## config.mk

```make
export PLATFORM = sky130hd
export DESIGN_NAME = light_phase_monitor
export DESIGN_NICKNAME = d
export VERILOG_FILES = /design/src/rtl/light_phase_monitor.sv
export SDC_FILE = /design/constraint.sdc
export NUM_CORES = 1
export LEC_CHECK = 0
export CAP_MARGIN = 40
export CORE_AREA = 3 3 110 191
export DETAILED_ROUTE_END_ITERATION = 7
export DIE_AREA = 0 0 113 194
export DONT_BUFFER_PORTS = 1
export SETUP_SLACK_MARGIN = 0.2
export SLEW_MARGIN = 10
export SYNTH_ARGS = -nofsm -noshare
export SYNTH_HDL_FRONTEND = slang
export SYNTH_SLANG_ARGS = --single-unit
```

## constraint.sdc

```tcl
create_clock -name clk -period 6.8 [get_ports clk]
set_input_delay 0.34 -clock clk [delete_from_list [all_inputs] [get_ports clk]]
set_output_delay 0.34 -clock clk [all_outputs]
set_load 0.01 [all_outputs]
```

## src/rtl/light_phase_monitor.sv

```systemverilog
// Passive checker for the intersection lamp outputs: decodes phases,
// measures their lengths and latches the first sequencing/timing fault.
module light_phase_monitor #(
    parameter int unsigned CLK_FREQ          = 50_000_000,
    parameter int unsigned YELLOW_DELAY_TIME = 40,
    parameter int unsigned TOL               = 1
) (
    input  logic        clk,
    input  logic        rst,
    input  logic        NS_RED,
    input  logic        NS_YELLOW,
    input  logic        NS_GREEN,
    input  logic        EW_RED,
    input  logic        EW_YELLOW,
    input  logic        EW_GREEN,
    input  logic [31:0] NS_GREEN_DELAY,
    input  logic [31:0] EW_GREEN_DELAY,
    input  logic        clear_fault,
    output logic [1:0]  phase,
    output logic        phase_valid,
    output logic        phase_done,
    output logic [31:0] phase_len,
    output logic [15:0] cycle_count,
    output logic        fault,
    output logic [2:0]  fault_code
);

    localparam logic [31:0] T_YELLOW =
        32'(64'(YELLOW_DELAY_TIME) * 64'(CLK_FREQ) / 64'd1000);

    localparam logic [1:0] PH_NSG = 2'd0;
    localparam logic [1:0] PH_NSY = 2'd1;
    localparam logic [1:0] PH_EWG = 2'd2;
    localparam logic [1:0] PH_EWY = 2'd3;

    localparam logic [2:0] F_NONE  = 3'd0;
    localparam logic [2:0] F_ILL   = 3'd1;
    localparam logic [2:0] F_SEQ   = 3'd2;
    localparam logic [2:0] F_TO    = 3'd3;
    localparam logic [2:0] F_SHORT = 3'd4;

    // Pattern bit order: {NS_R, NS_Y, NS_G, EW_R, EW_Y, EW_G}
    function automatic logic [2:0] decode(input logic [5:0] p);
        logic [2:0] r;
        r = 3'b000;
        case (p)
            6'b001_100: r = {1'b1, PH_NSG};
            6'b010_100: r = {1'b1, PH_NSY};
            6'b100_001: r = {1'b1, PH_EWG};
            6'b100_010: r = {1'b1, PH_EWY};
            default:    r = 3'b000;
        endcase
        return r;
    endfunction

    logic [5:0]  lamps;
    logic [5:0]  samp_q;
    logic [5:0]  cur_q;
    logic [31:0] run_q;
    logic        sync_q;
    logic        chk_q;
    logic        to_done_q;

    logic        s_legal, c_legal;
    logic [1:0]  s_ph, c_ph, succ_ph;
    logic        changed, ph_end;
    logic [31:0] run_inc, exp_len;
    logic [32:0] lo_len;
    logic [33:0] to_lim;
    logic        ev_ill, ev_seq, ev_to, ev_short, wrap;
    logic [2:0]  ev_code;

    assign lamps = {NS_RED, NS_YELLOW, NS_GREEN, EW_RED, EW_YELLOW, EW_GREEN};

    always_comb begin
        {s_legal, s_ph} = decode(samp_q);
        {c_legal, c_ph} = decode(cur_q);
        succ_ph = c_ph + 2'd1;
        changed = samp_q != cur_q;
        ph_end  = changed && s_legal && c_legal;
        run_inc = (&run_q) ? run_q : run_q + 32'd1;
        exp_len = T_YELLOW;
        if (c_ph == PH_NSG) exp_len = NS_GREEN_DELAY;
        if (c_ph == PH_EWG) exp_len = EW_GREEN_DELAY;
        // 33/34-bit bounds so huge delays never wrap
        lo_len = ({1'b0, exp_len} > 33'(TOL)) ?
                 {1'b0, exp_len} - 33'(TOL) : 33'd0;
        to_lim = {2'b00, exp_len} + 34'(TOL) + 34'd1;
        ev_ill   = changed && !s_legal;
        ev_seq   = ph_end && sync_q && (s_ph != succ_ph);
        ev_to    = !changed && chk_q && c_legal && !to_done_q &&
                   ({2'b00, run_inc} == to_lim);
        ev_short = ph_end && chk_q && ({1'b0, run_q} < lo_len);
        wrap     = ph_end && sync_q && c_ph == PH_EWY && s_ph == PH_NSG;
        ev_code  = F_NONE;
        if (ev_short) ev_code = F_SHORT;
        if (ev_to)    ev_code = F_TO;
        if (ev_seq)   ev_code = F_SEQ;
        if (ev_ill)   ev_code = F_ILL;
    end

    always_ff @(posedge clk or negedge rst) begin
        if (!rst) begin
            samp_q      <= '0;
            cur_q       <= '0;
            run_q       <= '0;
            sync_q      <= 1'b0;
            chk_q       <= 1'b0;
            to_done_q   <= 1'b0;
            phase       <= '0;
            phase_valid <= 1'b0;
            phase_done  <= 1'b0;
            phase_len   <= '0;
            cycle_count <= '0;
            fault       <= 1'b0;
            fault_code  <= '0;
        end else begin
            samp_q      <= lamps;
            phase_valid <= s_legal;
            phase_done  <= ph_end;
            if (s_legal) phase <= s_ph;
            if (ph_end) phase_len <= run_q;
            if (changed) begin
                cur_q     <= samp_q;
                run_q     <= 32'd1;
                to_done_q <= 1'b0;
                chk_q     <= ph_end && sync_q;
            end else begin
                run_q <= run_inc;
                if (ev_to) to_done_q <= 1'b1;
            end
            if (!s_legal) sync_q <= 1'b0;
            else if (changed) sync_q <= 1'b1;
            if (wrap) cycle_count <= cycle_count + 16'd1;
            // A fresh event outranks a simultaneous clear
            if (ev_code != F_NONE && (!fault || clear_fault)) begin
                fault      <= 1'b1;
                fault_code <= ev_code;
            end else if (clear_fault) begin
                fault      <= 1'b0;
                fault_code <= F_NONE;
            end
        end
    end

endmodule

```

==> impl_results.md <==
* DR WL/cell at 23.5 microns
* Count leader, synth: dfrtp_1
* DP Cell Count at around 1200
* 1st-iter DRT viols at 461
* RSZ-0062 raised after global routing: false
* Via count at 7832
* Yosys top cell area share at ~30%
* Critical Path RT at 7.05 ns
* Worst Setup End Kind: register
* Cells on worst reg2reg path at 22
* Die H at 194 microns
* Final Slew Violations at 0
* Status: complete, no violations
* Worst setup path class: register to register
* Complex-gate fraction of the synthesized area at 14.4%
* H-tree depth reported by CTS at 3
* Peak VDD IR at 0.160 mV
* Worst hold endpoint: fault_code[0]
* Largest family of logic cells by synthesized area: simple AND/OR/NAND/NOR gates
* R2r setup slk at 0.67 ns
* Place WS at 0.323 ns
* Crit Path Max Fanout at 22
* Initial antenna violation count at 1
* Final number of hold-violating endpoints at 0
* Post-synth top area cell: dfrtp_1
* Final setup margin at 0.671 ns
* Crit path time final at approximately 6 ns
* Non-Filler Instances at ~1200
* R2r startpoint: cur_q[1]
* WHS Path Cells at 3
* Endpoints failing setup at 0
* Core Footprint at 19700 sq um
* Xor and xnor area share after synthesis at approximately 14%
* R2R Path End: fault_code[1]
* Syn-to-layout area delta at 8.23%
* Mux contribution to synthesized area at approximately 4.4%
* Die Area at 21900 sq um
* Period utilization at 90.1%
* Hpwl dp at between 20 and 25 mm
* WL final at 29.1 mm
* Final setup TNS at 0 ns
* Vias/cell at roughly 6.3
* Sink Count at about 100
* Worst Hold Class: primary input to register
* Dpl cell area at 8980 sq um
* Post-Synth Simple-Gate Area at 27.9%
* LEAKAGE at 3.88 nW
* Detail Route Antenna Nets at 0
* Final Core Density at 47.7%
* First-pass GRT wire length at 44.7 mm
* Fraction of layout cells with a size suffix above 1 at a little under an eighth
* CTS tree: done
* Initial core utilization at 44.1%
* Slew HR at a little over a third
* Number of I/O pins at between 100 and 150
* GR Overflow Total at 0
* Syn Std Cell Area at a little under 9000 sq um
* Die W at 113 microns
* Crit start category: register
* Least-Margin Pin Slew at 0.951 ns
* Number of synthesized flops with an enable pin at 0
* Fillers at 1931
* Pwr Density at 151 nW/um^2
* Adder-cell share of the synthesized area at under 10%
* Final nets at around 1100
* Max Clock Skew at between 0.01 and 0.015 ns
* WHS at 0.204 ns
* Share of the yosys chip area belonging to registers at 29.6%
* Hold path start: clear_fault
* Post-Syn Instances at 997
* Synthesized flop and latch total at 103
* Clock Path Buffers at 2
* Most used flip-flop cell after synthesis: dfrtp_1
* Async SR Flop Fraction at 100%
* Synth area leaders: dfrtp_1 30%, xnor2_1 7.5%, ha_1 5.9%
* Max Cap Viol at 0
* Cell Rows at 68
* Most frequent cells after synthesis: 103 x dfrtp_1, 99 x nand2_1, 75 x xnor2_1
* Largest net degree at the start of global routing at approximately 100
* Synth cell types at 86
* Root Driver: clkbuf_16
* Synth Net Count at 1111
* Cts bufs inserted at 9
* All-Layer GR Usage at 26.5%
* Syn Area/Cell at between 8 and 9 sq um
* Clk_lat worst skew at 0.36 ns
* GPL Wtd Cong at 0.932
* CTS clk-pin slew, worst paths at 0.07 ns
* Port buffer count at 0
* DRC at 0
* Max frequency at 163 MHz
* Total chip power at 1.42 mW
* Pre-Repair DR Iteration Count at 7
* YS warnings at 0
* Vias in the first global route at slightly above 8000
* Critical Path AT at 6.38 ns
* Fin area at approximately 9400 sq um
cell families after synthesis:
| logic type | Yosys count |
|---|---|
| buffers and inverters | 70 |
| AOI/OAI and AO/OA | 181 |
| adders and majority gates | 41 |
| DFF | 103 |
| and+or+nand+nor | 439 |
| xor gates and xnor gates | 129 |
| muxes | 34 |
flip-flops by register name, indices dropped and copies added (netlist names):
register,count
fault,1
samp_q,6
phase_done,1
phase_len,32
cur_q,6
cycle_count,16
phase,2
phase_valid,1
sync_q,1
fault_code,3
chk_q,1
to_done_q,1
run_q,32
placed cells by master, fill, tap and decap left out, types with 7 or more instances in the layout:
cell,synthesis,final
dfrtp_1,103,103
nor3_1,31,31
buf_4,2,27
clkbuf_16,0,9
nand3_1,57,56
a21oi_1,27,26
or3_1,12,11
nand2b_1,13,13
o21ai_0,54,54
and4_1,9,9
inv_1,14,14
nand4_1,25,25
nor2_1,69,69
mux2_2,33,33
and3_1,22,22
ha_1,41,40
nand4b_1,12,12
xnor2_1,75,75
xor2_1,47,47
nand2_1,99,99
nor2b_1,11,11
dlygate4sd3_1,0,7
o21a_1,9,9
or2_2,7,7
a22oi_1,12,12
nor4_1,18,17
nor3b_1,8,7
per-layer routing:
metal	routed length (microns)	vias up	GRT usage (%)
li1	-	3639	-
met1	9400	3799	24.6
met2	16200	269	50.9
met3	1030	125	3.47
met4	2450	0	19.2
met5	0	-	0
report_power, final:
| group | switching (mW) | leakage [nW] | internal (mW) | total (mW) |
|---|---|---|---|---|
| sequential | 0.0134 | 1.39 | 0.621 | 0.634 |
| clock | 0.280 | 0.150 | 0.264 | 0.544 |
| combinational | 0.147 | 2.34 | 0.0933 | 0.240 |
how the worst max path moves through the flow:
stage / from / end / slack, ns / cells after the start
floorplan: cur_q[1] / fault_code[1] / 0.26 / 31
finish: cur_q[1] / fault_code[1] / 0.67 / 22
detailed placement: cur_q[1] / fault_code[1] / 0.32 / 24
global route: cur_q[1] / fault_code[1] / 0.21 / 22
global placement: cur_q[1] / fault_code[1] / 0.52 / 24
CTS: cur_q[1] / fault_code[1] / 0.28 / 24
final cells by class:
cell class / instances / area (sq um) / area share, %
well taps: 245 / 307 / 3.25
multi-input cells: 824 / 5860 / 62.2
inverters: 14 / 52.6 / 0.558
repair buffers: 36 / 320 / 3.40
clock inverters: 7 / 81.3 / 0.863
flip-flops and latches: 103 / 2580 / 27.3
clock buffers: 9 / 225 / 2.39
diodes: 1 / 2.50 / 0.0265
worst max-delay path, cell delays in order, from the launching register on:
cell      delay, ns
dfrtp_1        0.44
nor3b_2        0.23
a32oi_1        0.07
or3_4          0.40
ha_4           0.26
nor4b_1        0.31
o221ai_1       0.27
or2_1          0.34
or4_1          0.56
or3_1          0.41
nor3_1         0.21
nand4_1        0.14
xor2_1         0.16
nand2_1        0.08
ha_1           0.29
a21o_1         0.16
a211o_1        0.31
nor4b_2        0.23
o311ai_1       0.19
o211ai_1       0.27
a21oi_1        0.10
or3_1          0.36
a32o_1         0.21
what timing repair did:
| item | in CTS | in global routing |
|---|---|---|
| hold buffers | 8 | 0 |
| gates resized for setup | 0 | 8 |
| endpoints found under the hold margin | 109 | 0 |
| buffers inserted | 0 | 0 |
| setup endpoints to repair | 0 | 4 |
Power figures use the tool's default switching activity.
